### src/rtl/seg_pkg.sv
// seg_pkg: shared types and constants for the 7-segment scan controller
package seg_pkg;
  typedef enum logic {SCAN_BLANK, SCAN_ON} scan_state_t;
  localparam logic [7:0] SEG_OFF = 8'hFF;
  function automatic int cmax(input int a, input int b);
    return a > b ? a : b;
  endfunction
endpackage

### src/rtl/seg_scan_ctrl_if.sv
// seg_scan_ctrl_if: digit data in, shared cathode/anode bus out
interface seg_scan_ctrl_if #(parameter int NUM_DIGITS = 3);
  logic [3:0]            digit_i [NUM_DIGITS-1:0];
  logic [NUM_DIGITS-1:0] en_i;
  logic [NUM_DIGITS-1:0] dp_i;
  logic [7:0]            seg_o;
  logic [NUM_DIGITS-1:0] an_o;
  logic                  frame_o;
  modport master (output digit_i, en_i, dp_i, input seg_o, an_o, frame_o);
  modport slave  (input digit_i, en_i, dp_i, output seg_o, an_o, frame_o);
endinterface

### src/rtl/hex_7seg_decoder_anode.sv
// hex_7seg_decoder_anode: hex nibble to active-low {dp,g..a} cathodes
module hex_7seg_decoder_anode (
  input  logic       dp,
  input  logic [3:0] hex_in,
  output logic [7:0] seg_out
);
  localparam logic [6:0] LUT [16] = '{
    7'h3F, 7'h06, 7'h5B, 7'h4F, 7'h66, 7'h6D, 7'h7D, 7'h07,
    7'h7F, 7'h6F, 7'h77, 7'h7C, 7'h39, 7'h5E, 7'h79, 7'h71
  };
  assign seg_out = ~{dp, LUT[hex_in]};
endmodule

### src/rtl/seg_scan_ctrl.sv
// seg_scan_ctrl: time-multiplexed 7-seg scanner with blanking gaps and per-frame snapshot
module seg_scan_ctrl
  import seg_pkg::*;
#(
  parameter int NUM_DIGITS   = 3,
  parameter int TICK_DIV     = 100000,
  parameter int BLANK_CYCLES = 1000
) (
  input logic            clk,
  input logic            reset,
  seg_scan_ctrl_if.slave bus
);
  localparam int CW = $clog2(cmax(TICK_DIV, BLANK_CYCLES));
  localparam int IW = $clog2(NUM_DIGITS);
  localparam logic [CW-1:0] T_LAST = CW'(TICK_DIV - 1);
  localparam logic [CW-1:0] B_LAST = CW'(BLANK_CYCLES - 1);
  localparam logic [IW-1:0] I_LAST = IW'(NUM_DIGITS - 1);

  scan_state_t           state_q, state_d;
  logic [CW-1:0]         cnt_q, cnt_d;
  logic [IW-1:0]         idx_q, idx_d;
  logic [3:0]            snap_digit_q [NUM_DIGITS-1:0];
  logic [NUM_DIGITS-1:0] snap_en_q, snap_dp_q;
  logic [NUM_DIGITS-1:0] an_q, an_d;
  logic [7:0]            seg_q, seg_d, dec_seg;
  logic                  frame_q, frame_d;
  logic                  last, take, cur_en, cur_dp;
  logic [3:0]            cur_hex;

  // Outputs are registered from the post-edge idx/snapshot, so the digit
  // being entered is selected straight from the inputs on the snapshot edge.
  always_comb begin
    last    = (state_q == SCAN_BLANK) ? cnt_q == B_LAST : cnt_q == T_LAST;
    take    = last && state_q == SCAN_BLANK;
    state_d = last ? ((state_q == SCAN_BLANK) ? SCAN_ON : SCAN_BLANK) : state_q;
    cnt_d   = last ? '0 : cnt_q + 1'b1;
    idx_d   = take ? ((idx_q == I_LAST) ? '0 : idx_q + 1'b1) : idx_q;
    frame_d = take && idx_q == I_LAST;
    cur_hex = frame_d ? bus.digit_i[idx_d] : snap_digit_q[idx_d];
    cur_en  = frame_d ? bus.en_i[idx_d] : snap_en_q[idx_d];
    cur_dp  = frame_d ? bus.dp_i[idx_d] : snap_dp_q[idx_d];
    an_d    = (state_d == SCAN_ON && cur_en) ? ~(NUM_DIGITS'(1) << idx_d) : '1;
    seg_d   = (state_d == SCAN_ON) ? dec_seg : SEG_OFF;
  end

  hex_7seg_decoder_anode u_dec (
    .dp     (cur_dp),
    .hex_in (cur_hex),
    .seg_out(dec_seg)
  );

  always_ff @(posedge clk) begin
    if (reset) begin
      state_q      <= SCAN_BLANK;
      cnt_q        <= '0;
      idx_q        <= I_LAST;
      snap_digit_q <= '{default: 4'h0};
      snap_en_q    <= '0;
      snap_dp_q    <= '0;
      an_q         <= '1;
      seg_q        <= SEG_OFF;
      frame_q      <= 1'b0;
    end else begin
      state_q <= state_d;
      cnt_q   <= cnt_d;
      idx_q   <= idx_d;
      an_q    <= an_d;
      seg_q   <= seg_d;
      frame_q <= frame_d;
      if (frame_d) begin
        snap_digit_q <= bus.digit_i;
        snap_en_q    <= bus.en_i;
        snap_dp_q    <= bus.dp_i;
      end
    end
  end

  assign bus.an_o    = an_q;
  assign bus.seg_o   = seg_q;
  assign bus.frame_o = frame_q;
endmodule

### src/flat_wrapper.sv
// flat-port wrapper written by rule: the top's interface ports become plain ports
module seg_scan_ctrl_flat import seg_pkg::*;
#(
  parameter int NUM_DIGITS   = 3,
  parameter int TICK_DIV     = 100000,
  parameter int BLANK_CYCLES = 1000
)
  (clk, reset, bus_digit_i, bus_en_i, bus_dp_i, bus_seg_o, bus_an_o, bus_frame_o);
  seg_scan_ctrl_if #(.NUM_DIGITS(NUM_DIGITS)) bus_i ();
  input logic clk;
  input logic reset;
  input wire logic [$bits(bus_i.digit_i)-1:0] bus_digit_i;
  input wire logic [$bits(bus_i.en_i)-1:0] bus_en_i;
  input wire logic [$bits(bus_i.dp_i)-1:0] bus_dp_i;
  output wire logic [$bits(bus_i.seg_o)-1:0] bus_seg_o;
  output wire logic [$bits(bus_i.an_o)-1:0] bus_an_o;
  output wire logic [$bits(bus_i.frame_o)-1:0] bus_frame_o;
  assign bus_i.digit_i = {>>{bus_digit_i}};
  assign bus_i.en_i = bus_en_i;
  assign bus_i.dp_i = bus_dp_i;
  assign bus_seg_o = bus_i.seg_o;
  assign bus_an_o = bus_i.an_o;
  assign bus_frame_o = bus_i.frame_o;
  seg_scan_ctrl #(.NUM_DIGITS(NUM_DIGITS), .TICK_DIV(TICK_DIV), .BLANK_CYCLES(BLANK_CYCLES)) u_core (.clk(clk), .reset(reset), .bus(bus_i));
endmodule
### config.mk
export PLATFORM = sky130hd
export DESIGN_NAME = seg_scan_ctrl_flat
export DESIGN_NICKNAME = d
export VERILOG_FILES = /design/src/rtl/seg_pkg.sv /design/src/rtl/seg_scan_ctrl_if.sv /design/src/rtl/hex_7seg_decoder_anode.sv /design/src/rtl/seg_scan_ctrl.sv /design/src/flat_wrapper.sv
export SDC_FILE = /design/constraint.sdc
export NUM_CORES = 1
export LEC_CHECK = 0
export CORE_MARGIN = 10
export CORE_UTILIZATION = 54
export DETAILED_ROUTE_END_ITERATION = 12
export MAX_ROUTING_LAYER = met4
export PLACE_DENSITY = 0.8
export SKIP_LAST_GASP = 1
export SLEW_MARGIN = 10
export SYNTH_ARGS = -nofsm -noshare
export SYNTH_HDL_FRONTEND = slang
export SYNTH_HIERARCHICAL = 1
export SYNTH_SLANG_ARGS = --single-unit
### constraint.sdc
create_clock -name clk -period 4.5 [get_ports clk]
set_input_delay 0.9 -clock clk [delete_from_list [all_inputs] [get_ports clk]]
set_output_delay 0.9 -clock clk [all_outputs]
set_load 0.02 [all_outputs]
* Yosys cells after proc, flatten, opt, wreduce, memory -nomap -nowiden
Memories as Yosys holds them, arrays and structs flattened. Index checks and enable logic that the tools add are counted.
Word-level totals: bits in registers 50, ROM bits 112, memories kept 1
Memory list:
- (no name shown) | words 16, width 7, rd ports 1, clocked after Yosys merged registers in 0, wr ports 0, RTL line hex_7seg_decoder_anode.sv:11 | assign seg_out = ~{dp, LUT[hex_in]};
Cells by class: add/subtract/negate cells 2, $lt $le $gt $ge 2, eq/ne operators 3, shift-type cells 1, muxes and demuxes 22, bitwise operators 6, reduce and logical (&&, ||, !) cells 6
Operators with widths (count):
- adder 17 x 1 -> 17 bit, second input constant | 1
- equality test 17 x 10 -> 1 bit, second input constant | 1
- equality test 17 bit, second input constant | 1
- binary-select mux 4 bit (select 2 bit) | 2
- two-way mux 7 bit | 2
- two-way mux 4 bit | 3
- two-way mux 1 bit | 9
- binary-select mux 1 bit (select 2 bit) | 4
- inverter 8 bit | 1
- OR reduction 2 bit | 3
- >= comparator 5 bit, second input constant | 1
- inverter 4 -> 5 bit | 1
- two-way mux 2 bit | 2
- logical AND 1 bit | 3
- less-than comparator 2 x 3 -> 1 bit, second input constant | 1
- inverter 1 bit | 3
- inverter 3 bit | 1
- left shift 1 x 2 -> 3 bit, first input constant | 1
- adder 2 x 1 -> 2 bit, second input constant | 1
- equality test 2 bit, second input constant | 1

* Depth between registers and ports, before layout
Gate-level depths: netlist of the first run.
depth after elaboration 12, gate-level depth with buffers 17, mapped depth without buffers 15

* Cells and area by module
Netlist of the first run, hierarchy kept.
By module, submodules not included:
- seg_scan_ctrl | instances 1, cells each 234, area an instance 2063.2 µm²
- hex_7seg_decoder_anode | instances 1, cells each 33, area an instance 247.7 µm²

* Least setup slack after synthesis of the first run
Ideal clock, no wire load.
path kind register -> register, start reg u_core.cnt_q[10], end reg u_core.seg_q[3] (netlist: u_core/bus.seg_o[3]), arrival 4065 ps, slack 308 ps, cell stages (with the launch flop) 16, buffers on the path 2, clock period less this slack 4192 ps, cell sequence dfxtp_1 > or3b_1 > or4_4 > a21oi_4 > buf_6 > ha_1 > nand2_1 > or2_2 > clkbuf_1 > mux2i_1 > o221ai_1 > inv_1 > ha_1 > inv_1 > mux4_2 > or3_1
On the way: longest elaborated chain between the ends 12, elaborated cells on any way between the ends 19
RTL lines:
- start: declaration | RTL line seg_scan_ctrl.sv:20 | logic [CW-1:0] cnt_q, cnt_d;
- start signal: assignment | RTL line seg_scan_ctrl.sv:65 | cnt_q <= cnt_d;
- equality test 17 x 10 -> 1 bit or equality test 17 bit (tied branches) | RTL line seg_scan_ctrl.sv:33 | last = (state_q == SCAN_BLANK) ? cnt_q == B_LAST : cnt_q == T_LAST;
- two-way mux 1 bit * | RTL line seg_scan_ctrl.sv:33
- logical AND 1 bit * | RTL line seg_scan_ctrl.sv:34 | take = last && state_q == SCAN_BLANK;
- two-way mux 2 bit | RTL line seg_scan_ctrl.sv:37 | idx_d = take ? ((idx_q == I_LAST) ? '0 : idx_q + 1'b1) : idx_q;
- binary-select mux 4 bit (select 2 bit) | RTL line seg_scan_ctrl.sv:39 | cur_hex = frame_d ? bus.digit_i[idx_d] : snap_digit_q[idx_d];
- two-way mux 4 bit (not written as such) | RTL line seg_scan_ctrl.sv:39
- two-way mux 4 bit * | RTL line seg_scan_ctrl.sv:39
- net u_core.cur_hex[1] | RTL line seg_scan_ctrl.sv:28 | logic [3:0] cur_hex;
- inverter 4 -> 5 bit (not written as such) * | RTL line hex_7seg_decoder_anode.sv:11
- memory read (16 x 7 bit) *
- two-way mux 7 bit (not written as such) * (2 in series) | RTL line hex_7seg_decoder_anode.sv:11
- inverter 8 bit * | RTL line hex_7seg_decoder_anode.sv:11
- net u_core.dec_seg[3] | RTL line seg_scan_ctrl.sv:25 | logic [7:0] seg_q, seg_d, dec_seg;
- end signal: assignment | RTL line seg_scan_ctrl.sv:68 | seg_q <= seg_d;
- end: declaration | RTL line seg_scan_ctrl.sv:25
Mark *: on every way through the listed nets, which the timed path passes. The rest lies on a longest branch. The select of a mux whose other input is x is not followed. A chain may end at the register's enable or synchronous reset.

* Final worst setup path of the first run
Same ends and word-level chain as after synthesis.

==> results.md, run 1 <==
- Min Clock Period, post-route: 4.283 ns
- Iteration-0 DRC Markers: 151
- I/O pin count: 32
- Port Buf Inserts: 31
- Worst vdd ir: 0.0002047 V
- Commonest non-fill, non-tap cell in the layout: dfxtp_1
- Final setup viols: 0
- Worst R2R Path Depth: 13
- Reg area: 1001 sq um
- Register area share after synthesis: 43.31%
- Async set-or-reset flop fraction in the synthesized netlist: 0%
- CP Max Fanout: 19
- Crit path DAT: 4.46 ns
- Routed vias: 1,945
- Switch share: 20.61%
- Std cell rows: 23
- Largest net degree at the start of global routing: 31
- Final HPWL DP: 3.471 mm
- Top cells by area, synth: dfxtp_1, nand2_1, a21oi_1
- Cell taking the most area after synthesis: dfxtp_1
- Clock power share: 35.8%
- Area of the multi-input gates: 1209 sq um
- Clk_lat worst skew: 0.30 ns
- Power density over the cells: 268.3 nW/um^2
- Fin nets: 322
- Final hold vios: 0
- Critical path capture point type: flip-flop
- Required @ worst endpoint: 4.68 ns
- Global routing's busiest layer: met2
- Initial core utilization: 56.95%
- R2r setup slk: 0.22 ns
- Sw Pwr: 0.1521 mW
- Gr ovfl total: 0
- Share of Yosys cell area claimed by the top area cell type: 43.31%
- DR pass1 iterations: 4
- Die width: 85.42 um
- First-pass GRT wire length: 8.390 mm
- Worst r2r src: u_core/cnt_q[10]
- Clock Tree Buf Depth: 2
- Routability cong.: 0.9183
- Slew margin rel.: 48.97%
- Post-synthesis register bit count: 50
- Fin area: 2749 sq um
- Synth warn: 6
- Layout cell share with drive strength beyond 1: 6.780%
- Final Instance Count excl. Fillers: 345
- Vias per inst: 5.638
- Vias in the first global route: 1,903
- Internal power: 0.5856 mW
- Fin crit share: 95.18%
- EDFF count, synth: 0
- Core Region: 4058 sq um
- Met1 Use GR: 16.44%
- Mean Syn Cell Area: 8.655 sq um
- Root buffer cell: clkbuf_8
- Total GRT Usage: 13.73%
- CTS tree: done
- Cells after synthesis: 267
- Pleak: 0.9751 nW
- Cell variety after synth: 44
- Seq pwr share: 60.4%
- Mapped cell area: 2311 sq um
- GRT met3 Usage: 3.920%
- Critical path launch point type: flip-flop
- CP Capture Point: u_core/bus.seg_o[3]
- Hold Path Class: reg -> reg
- Placed cell areas: 2648 sq um
- Comb pwr share: 3.8%
- Syn Nets: 295
- Worst-margin pin slew: 0.7626 ns
- Max Clk Rate: 233.5 MHz
- RR Endpoint: u_core/bus.seg_o[3]
- Filler cell count in the final layout: 328
- Routed WL: 4.867 mm
- Die area: 7297 sq um
- Area Overhead vs Synth: 18.95%
- H-tree Lvls: 2
- Top FF cell, synth: dfxtp_1
- Clock Sinks: 50
- Most frequent cells in the layout: dfxtp_1, nand2_1, clkdlybuf4s50_1
- Clk pin slew, worst setup/hold paths: 0.09 ns
- Max capacitance violation total: 0
- Count of pins over their slew limit: 0
- Post-route ant nets: 0
- Cts bufs inserted: 5
- RSZ-0062 raised after global routing: false
- # diodes: 0
- Die H: 85.42 um
- Critical path origin: u_core/cnt_q[10]
- DRC: 0
- CP Class: reg -> reg
- Status: complete, no violations
- Clock skew: 0.007207 ns
- Worst hold slack: 0.4092 ns
- WL per Instance: 14.11 um
- M2 GR Usage: 21.73%
- Antenna violations before repair: 0
- Placed instance count: 337
- Post-route setup TNS: 0 ns
state kept, by name, summed over array words and instances (netlist names):
| register | flops |
|---|---|
| u_core/cnt_q | 17 |
| u_core/bus.frame_o | 1 |
| u_core/snap_digit_q | 12 |
| u_core/bus.seg_o | 8 |
| u_core/state_q | 1 |
| u_core/snap_en_q | 3 |
| u_core/snap_dp_q | 3 |
| u_core/idx_q | 2 |
| u_core/bus.an_o | 3 |
per-layer routing:
layer	wire length (um)	share of wire (%)	vias up
met5	0	0	-
met4	26	0.53	0
met3	220	4.5	4
met2	2292	47	46
met1	2327	48	897
li1	-	-	998
cell families (layout without fill, tap and decap cells):
family                     after synthesis  count (layout)  share of synthesized area [%]
xor gates and xnor gates                11              11                          4.169
DFF                                     50              50                          43.31
muxes                                    8               8                          4.007
and+or+nand+nor                        117             117                          26.15
buffers and inverters                   25              53                          4.656
AOI/OAI and AO/OA                       48              48                          13.37
adders and majority gates                8               8                          4.332
through the flow:
stage | power [mW] | setup slack [ns] | utilization (%)
6_report | 0.7376 | 0.2170 | 67.75
5_1_grt | 0.7661 | 0.02005 | 67.75
4_1_cts | 0.7477 | 0.1853 | 67.59
3_5_place_dp | 0.4840 | 0.2167 | 65.25
3_3_place_gp | 0.4839 | 0.3733 | 65.25
2_1_floorplan | 0.4651 | 0.3082 | -
power groups by stage:
stage	clock [mW]	combinational [mW]	sequential, mW
CTS	0.274	0.0280	0.446
global route	0.289	0.0305	0.446
finish	0.264	0.0281	0.446
detailed placement	0	0.0279	0.456
global placement	0	0.0279	0.456
floorplan	0	0.00925	0.456
worst min-delay path by stage:
stage / end / cells after the start / start
finish: u_core/bus.an_o[2] / 1 / u_core/snap_en_q[2]
global route: u_core/bus.an_o[2] / 1 / u_core/snap_en_q[2]
CTS: u_core/bus.an_o[2] / 1 / u_core/snap_en_q[2]
detailed placement: u_core/bus.an_o[2] / 1 / u_core/snap_en_q[2]
global placement: u_core/bus.an_o[2] / 1 / u_core/snap_en_q[2]
floorplan: u_core/bus.an_o[2] / 1 / u_core/snap_en_q[2]
layout make-up:
class	count	share of cell area (%)
multi-input cells	192	43.97
flip-flops and latches	50	36.41
repair buffers	36	12.65
clock buffers	6	3.004
well taps	50	2.276
inverters	9	1.229
clock inverters	2	0.4552
synthesized netlist by cell type (2+ instances only):
library cell and number:
nor2b_1 2, buf_2 2, nand4_1 7, inv_1 9, a31oi_1 2, o221ai_1 5, and3_1 3, nand3_1 6
nor4_1 2, nor2_1 16, nor3_1 11, xor2_1 7, nor3b_1 7, xnor2_1 4, dfxtp_1 50, nand2_1 39
a211oi_1 5, a21oi_1 20, or3_1 13, or3b_1 2, ha_1 8, clkbuf_1 12, mux2i_1 7, o21ai_0 8
critical path: stages (launching register included):
cell      delay [ns]
dfxtp_1         0.43
or3b_1          0.37
or4_4           0.44
a21oi_4         0.17
ha_1            0.18
nand2_1         0.19
or2_2           0.53
mux2i_1         0.19
o221ai_1        0.38
inv_1           0.19
ha_1            0.32
inv_1           0.05
mux4_2          0.43
or3_1           0.31
timing repair:
| item | CTS | global route |
|---|---|---|
| buffers inserted | 0 | 0 |
| setup endpoints to repair | 0 | 1 |
| hold endpoints to repair | 0 | 0 |
| hold buffers | 0 | 0 |
| resized for setup | 0 | 1 |
Power figures use the tool's default switching activity.
==> inputs of run 2 (changes only) <==
--- a/config.mk
+++ b/config.mk
@@ -7,9 +7,11 @@
 export LEC_CHECK = 0
 export CORE_MARGIN = 10
 export CORE_UTILIZATION = 54
+export CTS_BUF_LIST = sky130_fd_sc_hd__clkbuf_16
 export DETAILED_ROUTE_END_ITERATION = 12
 export MAX_ROUTING_LAYER = met4
 export PLACE_DENSITY = 0.8
+export RECOVER_POWER = 25
 export SKIP_LAST_GASP = 1
 export SLEW_MARGIN = 10
 export SYNTH_ARGS = -nofsm -noshare
==> results.md, run 2 (synthesized netlist as in run 1, its figures left out) <==
- Power density over the cells: 296.0 nW/um^2
- Worst-margin pin slew: 0.7604 ns
- Post-route setup TNS: 0 ns
- Hold path cells: 1
- Finished Core Util: 68.86%
- Min Clock Period, post-route: 4.203 ns
- I/O pin count: 32
- Worst r2r src: u_core/cnt_q[10]
- Max Clk Rate: 237.9 MHz
- CP Class: reg -> reg
- R2r setup slk: 0.30 ns
- Fin nets: 322
- Final Instance Count excl. Fillers: 345
- Pleak: 0.9777 nW
- Placed instance count: 337
- Final HPWL DP: 3.471 mm
- Die area: 7297 sq um
- Crit path DAT: 4.36 ns
- Root buffer cell: clkbuf_16
- Std cell rows: 23
- Initial core utilization: 56.95%
- DR pass1 iterations: 4
- Core Region: 4058 sq um
- Routed vias: 1,934
- Die width: 85.42 um
- Most frequent cells in the layout: dfxtp_1, nand2_1, clkdlybuf4s50_1
- RSZ-0062 raised after global routing: false
- Slew margin rel.: 49.12%
- DRC: 0
- Max reg flops: 17
- Iteration-0 DRC Markers: 145
- Critical path capture point type: flip-flop
- Vias per inst: 5.606
- Max capacitance violation total: 0
- Hold Path Class: reg -> reg
- Gr ovfl total: 0
- Port Buf Inserts: 31
- Clock Tree Buf Depth: 2
- Vias in the first global route: 1,880
- CTS tree: done
- Hold path startpoint: u_core/snap_en_q[2]
- Required @ worst endpoint: 4.66 ns
- Post-route ant nets: 0
- Most flop-heavy register: u_core/cnt_q
- Routed WL: 4.801 mm
- WL per Instance: 13.92 um
- Worst R2R Path Depth: 13
- Clock skew: 0.002916 ns
- Fin area: 2794 sq um
- CP Max Fanout: 19
- Hold buffer count at CTS: 0
- Area Overhead vs Synth: 20.90%
- # diodes: 0
- Count of pins over their slew limit: 0
- Clk_lat worst skew: 0.28 ns
- Routability cong.: 0.9183
- Critical path launch point type: flip-flop
- Final setup viols: 0
- Fin crit share: 93.39%
- Hold path endpoint: u_core/bus.an_o[2]
- Cts bufs inserted: 5
- Status: complete, no violations
- Die H: 85.42 um
- H-tree Lvls: 2
- Layout cell share with drive strength beyond 1: 6.102%
- Clk pin slew, worst setup/hold paths: 0.06 ns
- Final hold vios: 0
- Largest net degree at the start of global routing: 31
- Total GRT Usage: 13.75%
- First-pass GRT wire length: 8.369 mm
- Antenna violations before repair: 0
- Worst vdd ir: 0.0002095 V
- Clock Sinks: 50
- RR Endpoint: u_core/bus.seg_o[3]
- Placed cell areas: 2648 sq um
- Commonest non-fill, non-tap cell in the layout: dfxtp_1
- Worst hold slack: 0.4070 ns
- Filler cell count in the final layout: 323
run 2: changes by cell type in the layout (fill, tap and decap cells not counted), sizes merged:
cell / before / now
clkdlybuf4s50: 31 / 27
dlygate4sd3: 0 / 4
buf: 5 / 4
clkinv: 1 / 2
run 2: worst max path at each step:
stage | from | end | slack (ns) | depth (start not counted)
6_report | u_core/cnt_q[10] | u_core/bus.seg_o[3] | 0.30 | 13
2_1_floorplan | u_core/cnt_q[10] | u_core/bus.seg_o[3] | 0.31 | 15
3_5_place_dp | u_core/cnt_q[10] | u_core/bus.seg_o[3] | 0.22 | 13
4_1_cts | u_core/cnt_q[10] | u_core/bus.seg_o[3] | 0.20 | 13
3_3_place_gp | u_core/cnt_q[10] | u_core/bus.seg_o[3] | 0.37 | 13
5_1_grt | u_core/cnt_q[10] | u_core/bus.seg_o[3] | 0.05 | 13
run 2: where the power goes:
group          leakage (nW)  switching [mW]  internal (mW)
combinational         0.507          0.0103         0.0177
clock                0.0672           0.150          0.203
sequential            0.404         0.00151          0.445
total                 0.978           0.162          0.665
run 2: through the flow:
stage | setup WS, ns | total power, mW
global placement | 0.3733 | 0.4839
global route | 0.04949 | 0.8573
CTS | 0.1976 | 0.8384
floorplan | 0.3082 | 0.4651
detailed placement | 0.2167 | 0.4840
finish | 0.2973 | 0.8271
run 2: final cells by class:
type	instances	area [sq um]	area share, %
clock buffers	5	125.1	4.478
clock inverters	3	16.27	0.5822
inverters	9	33.78	1.209
multi-input cells	192	1211	43.35
flip-flops and latches	50	1001	35.83
well taps	50	62.56	2.239
repair buffers	36	344.1	12.32
run 2: critical path, stage by stage (launching register included):
cell	delay [ns]
dfxtp_1	0.43
or3b_1	0.36
or4_1	0.46
a21oi_4	0.18
ha_1	0.18
nand2_1	0.19
or2_2	0.52
mux2i_1	0.20
o221ai_2	0.33
inv_1	0.15
ha_1	0.30
inv_1	0.05
mux4_2	0.42
or3_1	0.31
run 2: repair_timing:
action,CTS,global route
gates resized for setup,0,2
setup endpoints to repair,0,1
setup buffers,0,0
run 2: routing by layer:
layer	vias to the layer above	GRT usage, %	share of wire [%]
met1	879	16.66	47
met4	0	4.192	0.44
met2	56	21.59	47
li1	997	-	-
met3	2	3.824	5.5
met5	-	-	0
==> inputs of run 3 (changes only) <==
--- a/config.mk
+++ b/config.mk
@@ -5,7 +5,7 @@
 export SDC_FILE = /design/constraint.sdc
 export NUM_CORES = 1
 export LEC_CHECK = 0
-export CORE_MARGIN = 10
+export CORE_ASPECT_RATIO = 0.75
 export CORE_UTILIZATION = 54
 export CTS_BUF_LIST = sky130_fd_sc_hd__clkbuf_16
 export DETAILED_ROUTE_END_ITERATION = 12
==> constraint.sdc (replaced) <==
create_clock -name clk -period 4.03 [get_ports clk]
set_input_delay 0.806 -clock clk [delete_from_list [all_inputs] [get_ports clk]]
set_output_delay 0.806 -clock clk [all_outputs]
set_load 0.02 [all_outputs]
==> results.md, run 3 (synthesized netlist as in run 1, its figures left out) <==
- Fin crit share: 96.61%
- Final setup viols: 0
- Status: complete, no violations
- Final HPWL DP: 3.363 mm
- Die width: 77.54 um
- Required @ worst endpoint: 4.20 ns
- Routability cong.: 0.8603
- First-pass GRT wire length: 7.921 mm
- Power density over the cells: 347.4 nW/um^2
- Max capacitance violation total: 0
- Gr ovfl total: 0
- CP Class: reg -> reg
- Core Region: 4079 sq um
- Antenna violations before repair: 0
- CTS tree: done
- Routed vias: 1,980
- Pleak: 1.037 nW
- Clk_lat worst skew: 0.29 ns
- Die area: 4548 sq um
- RSZ-0062 raised after global routing: false
- Clock Sinks: 50
- Most flop-heavy register: u_core/cnt_q
- Final hold vios: 0
- # diodes: 0
- Count of pins over their slew limit: 0
- Max reg flops: 17
- H-tree Lvls: 2
- Post-route ant nets: 0
- I/O pin count: 32
- Clk pin slew, worst setup/hold paths: 0.06 ns
- Routed WL: 4.832 mm
- Clock skew: 0.003538 ns
- Min Clock Period, post-route: 3.893 ns
- Cts bufs inserted: 5
- Crit path DAT: 4.06 ns
- Placed instance count: 347
- DR pass1 iterations: 4
- Root buffer cell: clkbuf_16
- Final Instance Count excl. Fillers: 358
- Worst vdd ir: 0.0002337 V
- Hold Path Class: reg -> reg
- Iteration-0 DRC Markers: 121
- DRC: 0
- Slew margin rel.: 46.41%
- Die H: 58.66 um
- Most frequent cells in the layout: dfxtp_1, nand2_1, clkdlybuf4s50_1
- Max Clk Rate: 256.8 MHz
- Initial core utilization: 56.66%
- Area Overhead vs Synth: 25.39%
- Clock Tree Buf Depth: 2
- WL per Instance: 13.50 um
- Worst-margin pin slew: 0.8009 ns
- Worst hold slack: 0.4237 ns
- Total GRT Usage: 23.50%
- Critical path launch point type: flip-flop
- Fin nets: 330
- Finished Core Util: 71.04%
- Post-route setup TNS: 0 ns
- CP Max Fanout: 11
- Vias in the first global route: 1,687
- Critical path capture point type: flip-flop
- Layout cell share with drive strength beyond 1: 9.571%
- Vias per inst: 5.531
- Commonest non-fill, non-tap cell in the layout: dfxtp_1
- Pwr Total: 1.007 mW
- Largest net degree at the start of global routing: 29
- Std cell rows: 20
- Port Buf Inserts: 31
[run 3: area by class of cell]
| class | count | area [sq um] |
|---|---|---|
| clock buffer | 5 | 125.1 |
| clock inverter | 3 | 42.54 |
| fill | 322 | 1181 |
| inverter | 9 | 33.78 |
| multi-input combinational | 192 | 1222 |
| sequential | 50 | 1001 |
| tap | 55 | 68.82 |
| timing repair buffer | 44 | 404.1 |
[run 3: critical path, cell delays in order, from the launching register on]
cell      delay, ns
dfxtp_1        0.42
or3b_1         0.36
or4_4          0.43
a21oi_4        0.14
ha_2           0.26
nand2_2        0.06
or2_4          0.31
mux2i_1        0.16
o221ai_2       0.32
inv_1          0.17
ha_1           0.32
inv_1          0.05
mux4_2         0.43
or3_1          0.32
[run 3: power by group]
group | total [mW] | switching [mW] | internal, mW
sequential | 0.498 | 0.00159 | 0.496
combinational | 0.0317 | 0.0119 | 0.0199
clock | 0.477 | 0.184 | 0.293
total | 1.01 | 0.198 | 0.809
[run 3: repair_timing]
| action | CTS | global route |
|---|---|---|
| endpoints found under the setup margin | 0 | 3 |
| hold endpoints to repair | 0 | 0 |
| setup buffers | 0 | 3 |
| resized for setup | 0 | 3 |
| hold buffers | 0 | 0 |
[run 3: final timing paths]
| path | start | depth (start not counted) | endpoint | slack (ns) |
|---|---|---|---|---|
| hold reg to reg | u_core/snap_en_q[1] | 1 | u_core/bus.an_o[1] | 0.42 |
| setup reg to reg | u_core/cnt_q[10] | 13 | u_core/bus.seg_o[3] | 0.14 |
| setup / recovery | u_core/cnt_q[10] | 13 | u_core/bus.seg_o[3] | 0.14 |
| hold / removal | u_core/snap_en_q[1] | 1 | u_core/bus.an_o[1] | 0.42 |
[run 3: stage by stage]
stage	area (sq um)	worst slack, ns
6_report	2898	0.1367
5_1_grt	2898	0.005839
4_1_cts	2874	0.0004938
3_5_place_dp	2706	0.01171
3_3_place_gp	2706	0.1705
2_1_floorplan	2327	0.02624
[run 3: layer usage]
metal / track usage, % / vias up / part of all wire, %
met5: - / - / 0
met4: 10.24 / 0 / 1.5
met3: 5.271 / 8 / 5.7
met2: 32.24 / 58 / 41
met1: 32.92 / 903 / 52
li1: - / 1011 / -
